==> src/rtl/hub75_scan.sv <==
// -----------------------------------------------------------------------------
// hub75_scan
//
// Row scheduler for a HUB75 panel. Two line-buffer banks are used as a
// ping-pong pair: the fill side loads row n+1 into the empty bank while the
// display side hands the bank that already holds row n to the BCM engine.
// The scheduler also picks the point at which the framebuffer may swap:
// the launch of the row-0 fill, so a whole frame always comes from one
// buffer.
//
// Ports
//   clk, rst_n                    clock, asynchronous active-low reset
//   ctrl_run                      1 = keep scanning, 0 = drain, flush and stop
//   fill_row/fill_bank/fill_go    command to the line-buffer fill engine
//   fill_rdy                      fill engine idle/done (level)
//   bcm_row/bcm_row_first         row to display, and a flag for row 0
//   bcm_bank/bcm_go               bank to shift out, start pulse to BCM engine
//   bcm_rdy                       BCM engine idle (level)
//   frame_swap_req/frame_swap_ack framebuffer swap handshake
// -----------------------------------------------------------------------------
module hub75_scan #(
    parameter int N_ROWS     = 32,
    parameter int LOG_N_ROWS = $clog2(N_ROWS)
) (
    input  logic                  clk,
    input  logic                  rst_n,
    input  logic                  ctrl_run,
    output logic [LOG_N_ROWS-1:0] fill_row,
    output logic                  fill_bank,
    output logic                  fill_go,
    input  logic                  fill_rdy,
    output logic [LOG_N_ROWS-1:0] bcm_row,
    output logic                  bcm_row_first,
    output logic                  bcm_bank,
    output logic                  bcm_go,
    input  logic                  bcm_rdy,
    input  logic                  frame_swap_req,
    output logic                  frame_swap_ack
);

    typedef enum logic [1:0] {
        F_IDLE = 2'd0,
        F_GO   = 2'd1,
        F_WAIT = 2'd2
    } fill_state_e;

    typedef enum logic [1:0] {
        D_IDLE = 2'd0,
        D_GO   = 2'd1,
        D_WAIT = 2'd2
    } disp_state_e;

    localparam logic [LOG_N_ROWS-1:0] ROW_ONE = {{(LOG_N_ROWS-1){1'b0}}, 1'b1};

    fill_state_e           fstate_q, fstate_d;
    disp_state_e           dstate_q, dstate_d;
    logic [LOG_N_ROWS-1:0] frow_q, frow_d;
    logic [LOG_N_ROWS-1:0] drow_q, drow_d;
    logic                  fbank_q, fbank_d;
    logic                  dbank_q, dbank_d;
    logic [1:0]            full_q, full_d;
    logic                  f_first_q, f_first_d;
    logic                  ack_q, ack_d;

    logic                  fill_done;
    logic                  disp_done;
    logic                  flush;

    // ------------------------------------------------------------------
    // Fill side
    // ------------------------------------------------------------------
    // NOTE: every signal written here gets a default before the case, so no
    // path leaves a value unassigned and no latch is inferred.
    always_comb begin
        fstate_d  = fstate_q;
        frow_d    = frow_q;
        fbank_d   = fbank_q;
        f_first_d = 1'b0;
        ack_d     = 1'b0;
        fill_done = 1'b0;
        unique case (fstate_q)
            F_IDLE: begin
                if (ctrl_run && !full_q[fbank_q] && fill_rdy) begin
                    fstate_d = F_GO;
                    // The ack is registered alongside the F_GO state so it
                    // lands in the same cycle as fill_go.
                    ack_d    = (frow_q == '0) && frame_swap_req;
                end
            end
            F_GO: begin
                fstate_d  = F_WAIT;
                f_first_d = 1'b1;
            end
            F_WAIT: begin
                // fill_rdy may still show the pre-go idle level in the first
                // wait cycle, so it is only trusted from the second cycle on.
                if (!f_first_q && fill_rdy) begin
                    fstate_d  = F_IDLE;
                    fill_done = 1'b1;
                    frow_d    = frow_q + ROW_ONE;
                    fbank_d   = ~fbank_q;
                end
            end
            default: fstate_d = F_IDLE;
        endcase

        if (flush) begin
            frow_d  = '0;
            fbank_d = 1'b0;
        end
    end

    // ------------------------------------------------------------------
    // Display side
    // ------------------------------------------------------------------
    always_comb begin
        dstate_d  = dstate_q;
        drow_d    = drow_q;
        dbank_d   = dbank_q;
        disp_done = 1'b0;
        unique case (dstate_q)
            D_IDLE: begin
                if (ctrl_run && full_q[dbank_q] && bcm_rdy) begin
                    dstate_d = D_GO;
                end
            end
            D_GO: begin
                dstate_d = D_WAIT;
            end
            D_WAIT: begin
                if (bcm_rdy) begin
                    dstate_d  = D_IDLE;
                    disp_done = 1'b1;
                    drow_d    = drow_q + ROW_ONE;
                    dbank_d   = ~dbank_q;
                end
            end
            default: dstate_d = D_IDLE;
        endcase

        if (flush) begin
            drow_d  = '0;
            dbank_d = 1'b0;
        end
    end

    // ------------------------------------------------------------------
    // Bank occupancy. Fill only completes into an empty bank and display
    // only releases a full one, so the set and clear never hit one bit in
    // the same cycle.
    // ------------------------------------------------------------------
    assign flush = !ctrl_run && (fstate_q == F_IDLE) && (dstate_q == D_IDLE);

    always_comb begin
        full_d = full_q;
        if (fill_done) begin
            full_d[fbank_q] = 1'b1;
        end
        if (disp_done) begin
            full_d[dbank_q] = 1'b0;
        end
        if (flush) begin
            full_d = 2'b00;
        end
    end

    // NOTE: state registers use non-blocking assignments so every flop
    // samples the pre-edge values of the others.
    always_ff @(posedge clk or negedge rst_n) begin
        if (!rst_n) begin
            fstate_q  <= F_IDLE;
            dstate_q  <= D_IDLE;
            frow_q    <= '0;
            drow_q    <= '0;
            fbank_q   <= 1'b0;
            dbank_q   <= 1'b0;
            full_q    <= 2'b00;
            f_first_q <= 1'b0;
            ack_q     <= 1'b0;
        end else begin
            fstate_q  <= fstate_d;
            dstate_q  <= dstate_d;
            frow_q    <= frow_d;
            drow_q    <= drow_d;
            fbank_q   <= fbank_d;
            dbank_q   <= dbank_d;
            full_q    <= full_d;
            f_first_q <= f_first_d;
            ack_q     <= ack_d;
        end
    end

    // ------------------------------------------------------------------
    // Outputs: pure decodes of registered state. Row/bank only change on
    // an operation's exit, so they are held for the whole GO/WAIT span.
    // ------------------------------------------------------------------
    assign fill_go        = (fstate_q == F_GO);
    assign fill_row       = frow_q;
    assign fill_bank      = fbank_q;
    assign bcm_go         = (dstate_q == D_GO);
    assign bcm_row        = drow_q;
    assign bcm_bank       = dbank_q;
    assign bcm_row_first  = (drow_q == '0);
    assign frame_swap_ack = ack_q;

endmodule

==> config.mk <==
export PLATFORM = sky130hd
export DESIGN_NAME = hub75_scan
export DESIGN_NICKNAME = d
export VERILOG_FILES = /design/src/rtl/hub75_scan.sv
export SDC_FILE = /design/constraint.sdc
export NUM_CORES = 1
export LEC_CHECK = 0
export BUFFER_PORTS_ARGS = -buffer_cell sky130_fd_sc_hd__buf_2
export CORE_MARGIN = 2
export CORE_UTILIZATION = 37
export DETAILED_ROUTE_END_ITERATION = 8
export PLACE_DENSITY = 0.57
export SLEW_MARGIN = 10
export SYNTH_ARGS = -nofsm -noshare
export SYNTH_HDL_FRONTEND = slang
export SYNTH_SLANG_ARGS = --single-unit
==> constraint.sdc <==
create_clock -name clk -period 3.6 [get_ports clk]
set_input_delay 0.36 -clock clk [delete_from_list [all_inputs] [get_ports clk]]
set_output_delay 0.36 -clock clk [all_outputs]
set_load 0.05 [all_outputs]
==> results of run 1 <==
==> state kept, by name, indices dropped and copies added (netlist names) <==
| signal | flops |
|---|---|
| dstate_q | 2 |
| frame_swap_ack | 1 |
| f_first_q | 1 |
| fill_bank | 1 |
| bcm_row | 5 |
| full_q | 2 |
| bcm_bank | 1 |
| fill_row | 5 |
| fstate_q | 2 |
==> area by class of cell <==
type	instances	area, um^2	area share
Inverter	6	22.5	0.0194
Clock buffer	4	36.3	0.0313
Multi-Input combinational cell	64	449	0.387
Timing Repair Buffer	22	115	0.0991
Tap cell	30	37.5	0.0323
Sequential cell	20	500	0.431
==> synthesized netlist by cell type <==
master / number
mux2_2: 1
nor4b_1: 1
and2b_1: 1
or4_4: 1
nor3_1: 4
a31oi_1: 2
and4bb_1: 1
buf_4: 1
nand3_1: 1
buf_1: 1
or3_1: 2
nand2b_1: 1
nand3b_2: 1
a21o_1: 1
a21oi_1: 4
nor2_1: 10
and4_1: 1
nor3b_1: 1
nand2_1: 3
o21ai_0: 2
dfrtp_1: 20
nor2_4: 1
xor2_1: 2
ha_1: 4
nand4_1: 2
inv_1: 6
buf_6: 1
nand4b_1: 1
mux2i_1: 5
or2_2: 1
nor2b_1: 2
and3_1: 1
a211oi_1: 1
xnor2_1: 3
nor4_1: 3
==> power by group through the flow <==
stage	Combinational, mW	Clock [mW]	Sequential (mW)
CTS	0.280	0.135	0.305
detailed placement	0.277	0	0.309
global placement	0.277	0	0.307
floorplan	0.173	0	0.361
finish	0.274	0.128	0.305
global route	0.302	0.146	0.311
==> final timing paths <==
| check | cells past startpoint | to | startpoint | slack, ns |
|---|---|---|---|---|
| worst max-delay path | 4 | bcm_row_first | bcm_row[0] | 1.74 |
| worst min-delay path | 3 | dstate_q[0] | bcm_rdy | 0.31 |
| worst max register to register | 3 | fill_row[2] | fstate_q[0] | 2.12 |
| worst min register to register | 1 | fstate_q[0] | fstate_q[0] | 0.52 |
| max in group asynchronous | 2 | dstate_q[0] | rst_n | 2.77 |
| min in group asynchronous | 2 | f_first_q | rst_n | 0.52 |
==> layout by cell type (no fill, tap or decap), drive strengths merged, types with 4 or more instances in the layout <==
master / n
a21oi: 4
ha: 4
nor2: 11
clkbuf: 4
mux2i: 5
dfrtp: 20
inv: 6
buf: 21
nor3: 4
==> per-layer routing <==
layer,global-route usage,wire length (um),part of all wire
met1,0.174,882,0.49
met2,0.196,817,0.46
met3,0.0581,82,0.046
met4,0.0408,13,0.0072
met5,0,0,0
==> kinds of logic (layout without fill, tap and decap cells) <==
| logic type | after synthesis | count (layout) | synth area share |
|---|---|---|---|
| buffers and inverters | 9 | 32 | 0.0453 |
| and+or+nand+nor | 39 | 39 | 0.238 |
| AOI/OAI and AO/OA | 10 | 10 | 0.0579 |
| xor gates and xnor gates | 5 | 5 | 0.0440 |
| muxes | 6 | 6 | 0.0616 |
| DFF | 20 | 20 | 0.503 |
| adders and majority gates | 4 | 4 | 0.0503 |
==> tightest hold or removal path, stage by stage <==
cell     delay, ns
buf_2         0.13
nand2_1       0.06
nor4_1        0.04
==> metrics by stage <==
| step | hold slack, ns | worst slack [ns] | cells | power, mW |
|---|---|---|---|---|
| 2_1_floorplan | 0.0644 | 0.765 | 93 | 0.534 |
| 3_3_place_gp | 0.340 | 2.11 | 141 | 0.584 |
| 3_5_place_dp | 0.331 | 2.08 | 141 | 0.586 |
| 4_1_cts | 0.297 | 1.71 | 146 | 0.720 |
| 5_1_grt | 0.300 | 1.65 | 146 | 0.759 |
| 6_report | 0.311 | 1.74 | 146 | 0.707 |
==> flow_metrics.env, run 1 <==
export IMPL_outcome="complete, no violations"
export IMPL_synthTopCellsByArea="dfrtp_1 (50%), ha_1 (5.0%), mux2i_1 (5.0%)"
export IMPL_crit_required_ns=3.24
export IMPL_synth_top_area_frac=0.503
export IMPL_nets=127
export IMPL_slew_headroom=0.700
export IMPL_postCtsSetupBuffers=0
export IMPL_port_buffers=21
export IMPL_setup_tns_final_ns=0
export IMPL_p_int_mw=0.418
export IMPL_fp_dieH_um=55.9
export IMPL_setup_viol=0
export IMPL_finalCritPeriodShare=0.518
export IMPL_switchingPower_mw=0.289
export IMPL_track_usage=0.132
export IMPL_wl_um=1800
export IMPL_drc=0
export IMPL_cts_root_buf="clkbuf_4"
export IMPL_p_seq_frac=0.432
export IMPL_grt_pass1_wl_um=3210
export IMPL_crit_family="flip-flops"
export IMPL_p_comb_frac=0.388
export IMPL_cts_tree="done"
export IMPL_synth_area_um2=995
export IMPL_cts_resized=0
export IMPL_critical_path_class="register to primary output"
export IMPL_yosys_warnings=0
export IMPL_pin_count=22
export IMPL_initial_core_util=0.394
export IMPL_core_mm2=0.00252
export IMPL_avgViaCountPerCell=5.12
export IMPL_grt_ovfl_total=0
export IMPL_synth_seq_cells=20
export IMPL_min_delay_path_class="primary input to register"
export IMPL_cp_end_kind="primary output"
export IMPL_synth_cells=93
export IMPL_synth_area_per_cell_um2=10.7
export IMPL_skew_ns=0.00138
export IMPL_ys_seq_area_frac=0.503
export IMPL_antenna_found_initial=0
export IMPL_numCtsBuffers=3
export IMPL_dr_pass1_iters=4
export IMPL_power_density_mw_per_mm2=609
export IMPL_n_antenna_cell=0
export IMPL_p_sw_frac=0.409
export IMPL_start_kind="register"
export IMPL_cp_arrival_ns=1.50
export IMPL_cp_max_fo=4
export IMPL_drive_gt1_frac=0.259
export IMPL_worst_ir_drop_vdd_mv=0.307
export IMPL_drtAntennaViolNets=0
export IMPL_cts_path_max_buffers=2
export IMPL_worstMarginPinSlew_ns=0.450
export IMPL_cts_sinks=20
export IMPL_path_cells="inv_1, ha_1, nor4b_1, buf_2"
export IMPL_grt_max_degree=21
export IMPL_fillers=254
export IMPL_synth_net_count=103
export IMPL_routed_via_count=747
export IMPL_clock_latency_ns=0.30
export IMPL_post_route_min_period_ns=1.86
export IMPL_drt_iter0_markers=9
export IMPL_rsz0062_at_grt="false"
export IMPL_postPlaceCellArea_mm2=0.00111
export IMPL_worst_path_buf_inv=2
export IMPL_rows=18
export IMPL_h_tree_depth=1
export IMPL_final_area_mm2=0.00116
export IMPL_syn_to_final_growth_pct=16.7
export IMPL_pwr_share_clk=0.181
export IMPL_dpl_hpwl_um=1290
export IMPL_maxSlewViolCount=0
export IMPL_fmax_ghz=0.537
export IMPL_dieWidth_um=55.9
export IMPL_post_route_util=0.460
export IMPL_grt_pass1_vias=707
export IMPL_final_hold_viol_count=0
export IMPL_wire_per_inst_um=12.3
export IMPL_crit_slowest_cell="dfrtp_1"
export IMPL_cts_hold_fix_buffers=1
export IMPL_dieArea_mm2=0.00312
export IMPL_clk_pin_slew_ns=0.10
export IMPL_yosys_area_top_type="dfrtp_1"
export IMPL_yosysUniqueCellTypes=35
export IMPL_p_leak_nw=0.589
export IMPL_gp_congestion=0.699
export IMPL_max_cap_violations=0
export IMPL_slowest_delay_ns=0.43
(Power assumes the default switching activity.)
==> run 2, diff against run 1 <==
Clock period 3.6 ns to 1.9 ns, I/O delays scaled along.
==> flow_metrics.env, run 2 (synthesis gave the netlist of run 1 again) <==
export IMPL_p_leak_nw=0.597
export IMPL_final_cell_mix="buf_2 (21), dfrtp_1 (20), nor2_1 (10), inv_1 (6), mux2i_1 (5)"
export IMPL_dpl_hpwl_um=1340
export IMPL_antenna_found_initial=0
export IMPL_skew_ns=0.00254
export IMPL_core_mm2=0.00252
export IMPL_min_delay_path_class="primary input to register"
export IMPL_power_density_mw_per_mm2=1130
export IMPL_drtAntennaViolNets=0
export IMPL_numCtsBuffers=3
export IMPL_track_usage=0.131
export IMPL_slew_headroom=0.689
export IMPL_final_hold_viol_count=0
export IMPL_maxSlewViolCount=0
export IMPL_start_kind="register"
export IMPL_rows=18
export IMPL_avgViaCountPerCell=5.03
export IMPL_cts_sinks=20
export IMPL_grt_pass1_wl_um=3220
export IMPL_cp_end_kind="primary output"
export IMPL_cts_root_buf="clkbuf_4"
export IMPL_outcome="complete, no violations"
export IMPL_postCtsSetupBuffers=0
export IMPL_crit_required_ns=1.71
export IMPL_dpl_cell_count=141
export IMPL_syn_to_final_growth_pct=16.9
export IMPL_wire_per_inst_um=13.1
export IMPL_worstMarginPinSlew_ns=0.467
export IMPL_gp_congestion=0.693
export IMPL_setup_tns_final_ns=0
export IMPL_setup_viol=0
export IMPL_path_cells="inv_1, ha_1, nor4b_4, buf_2"
export IMPL_routed_via_count=730
export IMPL_cts_resized=0
export IMPL_drive_gt1_frac=0.261
export IMPL_pin_count=22
export IMPL_dp_worst_setup_slack_ns=0.372
export IMPL_rsz0062_at_grt="false"
export IMPL_finalCritPeriodShare=0.866
export IMPL_nets=127
export IMPL_dieWidth_um=55.9
export IMPL_stdcell_count=145
export IMPL_cts_path_max_buffers=2
export IMPL_h_tree_depth=1
export IMPL_grt_pass1_vias=669
export IMPL_post_route_util=0.461
export IMPL_cts_tree="done"
export IMPL_slowest_delay_ns=0.43
export IMPL_port_buffers=21
export IMPL_cp_arrival_ns=1.46
export IMPL_fp_dieH_um=55.9
export IMPL_dr_pass1_iters=4
export IMPL_critical_path_class="register to primary output"
export IMPL_cp_max_fo=4
export IMPL_drc=0
export IMPL_cts_hold_fix_buffers=1
export IMPL_wl_um=1900
export IMPL_hold_ws_ns=0.145
export IMPL_fillers=259
export IMPL_setup_ws_ns=0.254
export IMPL_grt_ovfl_total=0
export IMPL_crit_slowest_cell="dfrtp_1"
export IMPL_post_route_min_period_ns=1.65
export IMPL_grt_max_degree=21
export IMPL_max_cap_violations=0
export IMPL_clk_pin_slew_ns=0.11
export IMPL_dieArea_mm2=0.00312
export IMPL_clock_latency_ns=0.29
export IMPL_drt_iter0_markers=10
export IMPL_layout_commonest_cell="buf_2"
export IMPL_initial_core_util=0.394
export IMPL_fmax_ghz=0.607
export IMPL_worst_ir_drop_vdd_mv=0.676
export IMPL_n_antenna_cell=0
## run 2: worst paths after layout
kind / from / to / slack [ns] / cells after the start
setup / recovery: bcm_row[0] / bcm_row_first / 0.25 / 4
hold / removal: bcm_rdy / dstate_q[0] / 0.15 / 3
setup reg to reg: fstate_q[0] / fill_row[2] / 0.39 / 3
hold reg to reg: fstate_q[0] / fstate_q[0] / 0.53 / 1
max in group asynchronous: rst_n / fill_row[0] / 1.22 / 2
min in group asynchronous: rst_n / f_first_q / 0.36 / 2
## run 2: worst max-delay path, delay by kind of cell (launching register included)
kind | cells | cell delay, ns
buf+inv | 2 | 0.39
flops | 1 | 0.43
simple gates | 1 | 0.17
fa+ha+maj | 1 | 0.17
## run 2: layout make-up
class / count / area, um^2 / area share
sequential: 20 / 500 / 0.431
multi-input combinational: 64 / 464 / 0.399
timing repair buffer: 22 / 115 / 0.0990
tap: 30 / 37.5 / 0.0323
clock buffer: 3 / 22.5 / 0.0194
inverter: 6 / 22.5 / 0.0194
## run 2: where the power goes
| group | internal, mW | switching (mW) |
|---|---|---|
| Combinational | 0.188 | 0.346 |
| Clock | 0.0738 | 0.124 |
| Sequential | 0.497 | 0.0848 |
| Total | 0.758 | 0.555 |
## run 2: per-layer routing
| layer | track usage | vias to the layer above | part of all wire |
|---|---|---|---|
| met2 | 0.204 | 12 | 0.45 |
| met3 | 0.0512 | 0 | 0.040 |
| met4 | 0.0204 | 0 | 0 |
| met1 | 0.175 | 344 | 0.51 |
| li1 | - | 374 | - |
| met5 | 0 | - | 0 |
## run 2: per-stage QoR
stage               power (mW)  area, um^2
floorplan                 1.02        1010
global placement          1.12        1130
detailed placement        1.13        1130
CTS                       1.33        1160
global route              1.40        1160
finish                    1.31        1160
